**config.mk**
```make
export PLATFORM = sky130hd
export DESIGN_NAME = muldiv_unit_flat
export DESIGN_NICKNAME = d
export VERILOG_FILES = /design/src/rtl/muldiv_unit_pkg.sv /design/src/rtl/muldiv_unit_if.sv /design/src/rtl/muldiv_unit_cond_negate.sv /design/src/rtl/muldiv_unit.sv /design/src/flat_wrapper.sv
export SDC_FILE = /design/constraint.sdc
export NUM_CORES = 1
export LEC_CHECK = 0
export BUFFER_PORTS_ARGS = -buffer_cell sky130_fd_sc_hd__buf_4
export CAP_MARGIN = 20
export CORE_ASPECT_RATIO = 1.2
export CORE_UTILIZATION = 60
export DETAILED_ROUTE_END_ITERATION = 16
export HOLD_SLACK_MARGIN = 0.08
export PLACE_DENSITY = 0.81
export SLEW_MARGIN = 25
export SYNTH_ARGS = -nofsm -noshare
export SYNTH_HDL_FRONTEND = slang
export SYNTH_SLANG_ARGS = --single-unit
```
**constraint.sdc**
```tcl
create_clock -name Clk -period 6.52 [get_ports Clk]
set_input_delay 0.652 -clock Clk [delete_from_list [all_inputs] [get_ports Clk]]
set_output_delay 0.652 -clock Clk [all_outputs]
set_load 0.01 [all_outputs]
```
**src/rtl/muldiv_unit_pkg.sv**
```systemverilog
// Op encodings and FSM states shared by the multiply/divide unit and its bus interface.
package muldiv_pkg;

  typedef enum logic [2:0] {
    OP_MULTU = 3'b000,
    OP_MULT  = 3'b001,
    OP_DIVU  = 3'b010,
    OP_DIV   = 3'b011,
    OP_MTHI  = 3'b100,
    OP_MTLO  = 3'b101
  } op_e;

  typedef enum logic [1:0] {
    ST_IDLE = 2'd0,
    ST_RUN  = 2'd1,
    ST_FIN  = 2'd2
  } state_e;

endpackage

```
**src/rtl/muldiv_unit_if.sv**
```systemverilog
// Request/result bus of the multiply/divide unit; the controller is the master.
interface muldiv_unit_if #(parameter int unsigned WIDTH = 32);

  logic             start;
  logic [2:0]       op;
  logic [WIDTH-1:0] a;
  logic [WIDTH-1:0] b;
  logic             busy;
  logic             done;
  logic [WIDTH-1:0] hi;
  logic [WIDTH-1:0] lo;

  modport master (output start, op, a, b, input busy, done, hi, lo);
  modport slave  (input start, op, a, b, output busy, done, hi, lo);

endinterface

```
**src/rtl/muldiv_unit_cond_negate.sv**
```systemverilog
// Conditional two's-complement negation: y = neg ? -x : x.
module cond_negate #(parameter int unsigned W = 32) (
  input  logic [W-1:0] x,
  input  logic         neg,
  output logic [W-1:0] y
);

  assign y = neg ? (~x + W'(1)) : x;

endmodule

```
**src/rtl/muldiv_unit.sv**
```systemverilog
// Iterative MULT/DIV unit with HI/LO registers; WIDTH+1 cycles per mul/div, MTHI/MTLO in one.
// Define MULDIV_SIGNED_EN to make MULT/DIV signed; otherwise they execute as MULTU/DIVU.
import muldiv_pkg::*;

module muldiv_unit #(parameter int unsigned WIDTH = 32) (
  input logic          Clk,
  input logic          reset,
  muldiv_unit_if.slave bus
);

  localparam int unsigned CW = $clog2(WIDTH) + 1;

  state_e               state_q;
  logic [CW-1:0]        cnt_q;
  logic [2*WIDTH-1:0]   acc_q;
  logic [WIDTH-1:0]     opnd_q;
  logic                 div_q;
  logic                 busy_q;
  logic                 done_q;
  logic [WIDTH-1:0]     hi_q;
  logic [WIDTH-1:0]     lo_q;

  logic [WIDTH-1:0]     mag_a;
  logic [WIDTH-1:0]     mag_b;
  logic [2*WIDTH-1:0]   prod_fix;
  logic [WIDTH-1:0]     quo_fix;
  logic [WIDTH-1:0]     rem_fix;

`ifdef MULDIV_SIGNED_EN
  logic neg_a;
  logic neg_b;
  logic neg_res_q;
  logic neg_rem_q;

  assign neg_a = bus.op[0] & bus.a[WIDTH-1];
  assign neg_b = bus.op[0] & bus.b[WIDTH-1];

  cond_negate #(.W(WIDTH))   u_mag_a    (.x(bus.a),                   .neg(neg_a),     .y(mag_a));
  cond_negate #(.W(WIDTH))   u_mag_b    (.x(bus.b),                   .neg(neg_b),     .y(mag_b));
  cond_negate #(.W(2*WIDTH)) u_fix_prod (.x(acc_q),                   .neg(neg_res_q), .y(prod_fix));
  cond_negate #(.W(WIDTH))   u_fix_quo  (.x(acc_q[WIDTH-1:0]),        .neg(neg_res_q), .y(quo_fix));
  cond_negate #(.W(WIDTH))   u_fix_rem  (.x(acc_q[2*WIDTH-1:WIDTH]),  .neg(neg_rem_q), .y(rem_fix));
`else
  assign mag_a    = bus.a;
  assign mag_b    = bus.b;
  assign prod_fix = acc_q;
  assign quo_fix  = acc_q[WIDTH-1:0];
  assign rem_fix  = acc_q[2*WIDTH-1:WIDTH];
`endif

  // acc holds {partial product, multiplier} for mul and {remainder, dividend/quotient} for div.
  logic [WIDTH-1:0]   addend;
  logic [WIDTH:0]     mul_sum;
  logic [WIDTH:0]     div_shift;
  logic [WIDTH:0]     div_diff;
  logic [2*WIDTH-1:0] acc_step;
  logic [2*WIDTH-1:0] result;

  always_comb begin
    addend    = acc_q[0] ? opnd_q : '0;
    mul_sum   = {1'b0, acc_q[2*WIDTH-1:WIDTH]} + {1'b0, addend};
    div_shift = {acc_q[2*WIDTH-1:WIDTH], acc_q[WIDTH-1]};
    div_diff  = div_shift - {1'b0, opnd_q};
    if (div_q) begin
      if (!div_diff[WIDTH]) acc_step = {div_diff[WIDTH-1:0], acc_q[WIDTH-2:0], 1'b1};
      else                  acc_step = {div_shift[WIDTH-1:0], acc_q[WIDTH-2:0], 1'b0};
    end else begin
      acc_step = {mul_sum, acc_q[WIDTH-1:1]};
    end
    result = div_q ? {rem_fix, quo_fix} : prod_fix;
  end

  always_ff @(posedge Clk or posedge reset) begin
    if (reset) begin
      state_q   <= ST_IDLE;
      cnt_q     <= '0;
      acc_q     <= '0;
      opnd_q    <= '0;
      div_q     <= 1'b0;
      busy_q    <= 1'b0;
      done_q    <= 1'b0;
      hi_q      <= '0;
      lo_q      <= '0;
`ifdef MULDIV_SIGNED_EN
      neg_res_q <= 1'b0;
      neg_rem_q <= 1'b0;
`endif
    end else begin
      done_q <= 1'b0;
      case (state_q)
        ST_IDLE: begin
          if (bus.start) begin
            if (!bus.op[2]) begin
              div_q   <= bus.op[1];
              acc_q   <= {{WIDTH{1'b0}}, (bus.op[1] ? mag_a : mag_b)};
              opnd_q  <= bus.op[1] ? mag_b : mag_a;
              cnt_q   <= CW'(WIDTH);
              busy_q  <= 1'b1;
              state_q <= ST_RUN;
`ifdef MULDIV_SIGNED_EN
              neg_res_q <= neg_a ^ neg_b;
              neg_rem_q <= neg_a;
`endif
            end else if (bus.op == OP_MTHI) begin
              hi_q <= bus.a;
            end else if (bus.op == OP_MTLO) begin
              lo_q <= bus.a;
            end
          end
        end
        ST_RUN: begin
          acc_q <= acc_step;
          cnt_q <= cnt_q - CW'(1);
          if (cnt_q == CW'(1)) state_q <= ST_FIN;
        end
        ST_FIN: begin
          hi_q    <= result[2*WIDTH-1:WIDTH];
          lo_q    <= (div_q && opnd_q == '0) ? '1 : result[WIDTH-1:0];
          done_q  <= 1'b1;
          busy_q  <= 1'b0;
          state_q <= ST_IDLE;
        end
        default: state_q <= ST_IDLE;
      endcase
    end
  end

  assign bus.busy = busy_q;
  assign bus.done = done_q;
  assign bus.hi   = hi_q;
  assign bus.lo   = lo_q;

endmodule
```
**src/flat_wrapper.sv**
```systemverilog
// flat-port wrapper written by rule: the top's interface ports become plain ports
module muldiv_unit_flat 
#(parameter int unsigned WIDTH = 32)
  (Clk, reset, bus_start, bus_op, bus_a, bus_b, bus_busy, bus_done, bus_hi, bus_lo);
  muldiv_unit_if #(.WIDTH(WIDTH)) bus_i ();
  input logic Clk;
  input logic reset;
  input wire logic [$bits(bus_i.start)-1:0] bus_start;
  input wire logic [$bits(bus_i.op)-1:0] bus_op;
  input wire logic [$bits(bus_i.a)-1:0] bus_a;
  input wire logic [$bits(bus_i.b)-1:0] bus_b;
  output wire logic [$bits(bus_i.busy)-1:0] bus_busy;
  output wire logic [$bits(bus_i.done)-1:0] bus_done;
  output wire logic [$bits(bus_i.hi)-1:0] bus_hi;
  output wire logic [$bits(bus_i.lo)-1:0] bus_lo;
  assign bus_i.start = bus_start;
  assign bus_i.op = bus_op;
  assign bus_i.a = bus_a;
  assign bus_i.b = bus_b;
  assign bus_busy = bus_i.busy;
  assign bus_done = bus_i.done;
  assign bus_hi = bus_i.hi;
  assign bus_lo = bus_i.lo;
  muldiv_unit #(.WIDTH(WIDTH)) u_core (.Clk(Clk), .reset(reset), .bus(bus_i));
endmodule
```
==> impl_metrics.py <==
metrics = {
    "power": {
        "p_leak_nw": 6.55,
        "pwr-share-clk_pct": 13.0,
        "p_int_mw": 4.30,
        "p_switching_mw": 3.96,
        "max-vdd-ir-drop_v": 0.000261,
        "seq_power_share_pct": 26.2,
        "p_comb_share_pct": 60.9,
        "power_density_nw_per_um2": 592,
        "swShare_pct": 48.0,
    },
    "sta": {
        "slew_violations": 0,
        "slew_headroom_pct": 25.4,
        "period_minus_slack_ns": 4.31,
        "worst_slew_pin_slew_ns": 1.12,
        "whs_ns": 0.394,
        "tns_ns": 0,
        "finalSetupViolCount": 0,
        "fin_crit_sh_pct": 66.0,
        "rsz0062_at_grt": "no",
        "final.setup_skew_ns": 0.0124,
        "fmax_ghz": 0.232,
        "fin_ws_ns": 2.21,
        "hold_viol": 0,
    },
    "logic_synthesis": {
        "synth_area_leaders": "dfrtp_1 (35%), mux2i_1 (10%), ha_1 (6.8%), o21ai_0 (5.2%), a21oi_1 (4.6%)",
        "syn-num-nets": 1540,
        "async_flop_share_pct": 100,
        "avgSynthCellArea_um2": 8.72,
        "netlist_area_um2": 12200,
        "synth_edf_count": 0,
        "synth_cells": 1402,
        "yosys.area.top_type_share_pct": 35.0,
        "seq_area_frac_synth_pct": 35.0,
        "yosysUniqueCellTypes": 70,
        "post-synth-top-area-cell": "dfrtp_1",
        "yosysWarnings": 0,
        "ys_ff_latch": 171,
        "synth_ff_type": "dfrtp_1",
    },
    "worst_setup_path": {
        "path_max_fanout": 33,
        "worst_path_max_delay_cell": "or3_2",
        "required_ns": 6.87,
        "critical_path_arrival_ns": 4.65,
        "slowest_delay_ns": 0.83,
        "crit_chain": "inv_1, ha_1, fa_1, nand2b_1, a21oi_2, o2111ai_2, a21boi_2, o32ai_4, or4b_4, a21oi_4, or3_2, mux2_1, o221ai_1",
        "worst-setup-path-type": "flip-flop to flip-flop",
        "rr_worst_depth": 13,
        "endpoint_kind": "flip-flop",
        "critPathLaunchType": "flip-flop",
    },
    "route": {
        "drc_errors": 0,
        "first_pass_iters": 9,
        "viasPerCell": 6.40,
        "via_count": 11200,
        "routed_wl_mm": 35.3,
        "route.antenna.remaining_nets": 0,
        "wl_per_cell_um": 20.1,
        "drtIter0Drc": 1143,
    },
    "final_layout": {
        "final_common_cell": "dfrtp_1",
        "drive_gt1_share_pct": 15.6,
        "layout_common_cells": "dfrtp_1 (169), nand2_1 (145), buf_4 (143), o21ai_0 (128), mux2i_1 (125)",
        "syn2layout_area_growth_pct": 14.1,
        "finalNetCount": 1621,
        "n_antenna_cell": 0,
    },
    "grt": {
        "overflow": 0,
        "grt_max_degree": 99,
        "grt_pass1_vias": 10900,
        "antenna_found_initial": 0,
        "grt_pass1_wl_mm": 56.6,
        "track_usage_pct": 34.5,
    },
    "placed_design": {
        "io_buffers": 135,
        "gp_congestion": 1.00,
        "post-place-ws_ns": 2.29,
        "hpwl_mm": 25.1,
    },
    "clocking": {
        "htree_levels": 4,
        "cts_tree": "built",
        "clock_latency_ns": 0.45,
        "cts_buffer_depth": 2,
        "cts_setup_buffers": 0,
        "cts.sinks": 171,
        "cts_resized": 0,
        "root_buffer": "clkbuf_16",
        "clk_pin_slew_ns": 0.08,
        "ctsHoldBuffers": 0,
        "cts_buffers": 17,
    },
    "run_status": {
        "outcome": "finished clean",
    },
    "die": {
        "dieArea_um2": 21000,
        "core_um2": 19800,
        "io_pins": 136,
        "die_x_um": 132,
        "die_h_um": 158,
        "std_cell_rows": 56,
        "initial_utilization_pct": 61.9,
    },
    "flow_run": {
        "drv_cap": 0,
    },
    "hold_path": {
        "hold_class": "input port to async pin",
    },
}
worst max-delay path, delay by kind of cell, from the launching register on:
kind                     cells  cell delay (ns)
flip-flops                   1             0.38
AO/OA/AOI/OAI                6             1.10
multiplexers                 1             0.40
AND/OR/NAND/NOR              3             1.60
adder cells (fa/ha/maj)      2             0.62
buffers and inverters        1             0.09
kinds of logic (layout without fill, tap and decap cells):
kind of cell	count (synthesis)	count (layout)	share of synthesized area [%]
compound gates	442	442	22.3
xor+xnor	54	54	3.87
fa+ha+maj	68	68	7.08
buf+inv	136	230	4.57
flops	171	171	35.0
mux	157	157	13.2
simple gates	374	374	14.0
cell usage after synthesis (31+ instances only):
cell type / instances
dfrtp_1: 171
nand2_1: 146
o21ai_0: 128
mux2i_1: 125
a21oi_1: 112
nor2_1: 98
ha_1: 66
clkbuf_1: 60
inv_1: 53
and2_1: 39
o22ai_1: 33
mux2_2: 31
power by group through the flow:
stage / sequential, mW / clock [mW] / combinational, mW
4_1_cts: 2.13 / 1.08 / 4.97
6_report: 2.16 / 1.07 / 5.03
2_1_floorplan: 1.99 / 0 / 3.80
3_5_place_dp: 2.14 / 0 / 4.92
5_1_grt: 2.21 / 1.12 / 5.54
3_3_place_gp: 2.13 / 0 / 4.77
through the flow:
| stage | util, % | power, mW | cells | cell area, um2 |
|---|---|---|---|---|
| after global routing | 70.6 | 8.87 | 1757 | 14000 |
| final | 70.6 | 8.26 | 1757 | 14000 |
| after detailed placement | 67.5 | 7.06 | 1725 | 13300 |
| after floorplan | - | 5.79 | 1402 | 12200 |
| after global placement | 67.5 | 6.90 | 1725 | 13300 |
| after CTS | 70.6 | 8.18 | 1757 | 13900 |
final cells by class:
type | instances | area [um2]
tap | 261 | 327
multi-input combinational | 1095 | 7440
timing repair buffer | 144 | 1080
clock buffer | 18 | 439
fill | 1526 | 5810
clock inverter | 14 | 176
sequential | 171 | 4280
inverter | 54 | 208
state kept, by name, indices dropped and copies added (netlist names):
register,flops
u_core.bus.lo,32
u_core.acc_q,64
u_core.cnt_q,6
u_core.bus.done,1
u_core.bus.busy,1
u_core.state_q,2
u_core.bus.hi,32
u_core.div_q,1
u_core.opnd_q,32
final timing paths:
path / from / endpoint / slack (ns)
max: u_core.acc_q[31]$_DFFE_PP0P_ / u_core.acc_q[32]$_DFFE_PP0P_ / 2.21
max reg2reg: u_core.acc_q[31]$_DFFE_PP0P_ / u_core.acc_q[32]$_DFFE_PP0P_ / 2.21
max in group asynchronous: reset / u_core.div_q$_DFFE_PP0P_ / 4.81
min in group Clk: u_core.bus.hi[15]$_DFFE_PP0P_ / u_core.bus.hi[15]$_DFFE_PP0P_ / 0.48
min: reset / u_core.bus.lo[23]$_DFFE_PP0P_ / 0.39
min reg2reg: u_core.bus.hi[15]$_DFFE_PP0P_ / u_core.bus.hi[15]$_DFFE_PP0P_ / 0.48
metal layers:
| layer | wire length (um) | part of all wire, % | GRT usage [%] |
|---|---|---|---|
| met5 | 0 | 0 | 0 |
| met3 | 2930 | 8.3 | 7.58 |
| met4 | 1230 | 3.5 | 16.0 |
| met1 | 14800 | 42 | 44.9 |
| met2 | 16400 | 46 | 55.1 |
Power figures use the tool's default switching activity.
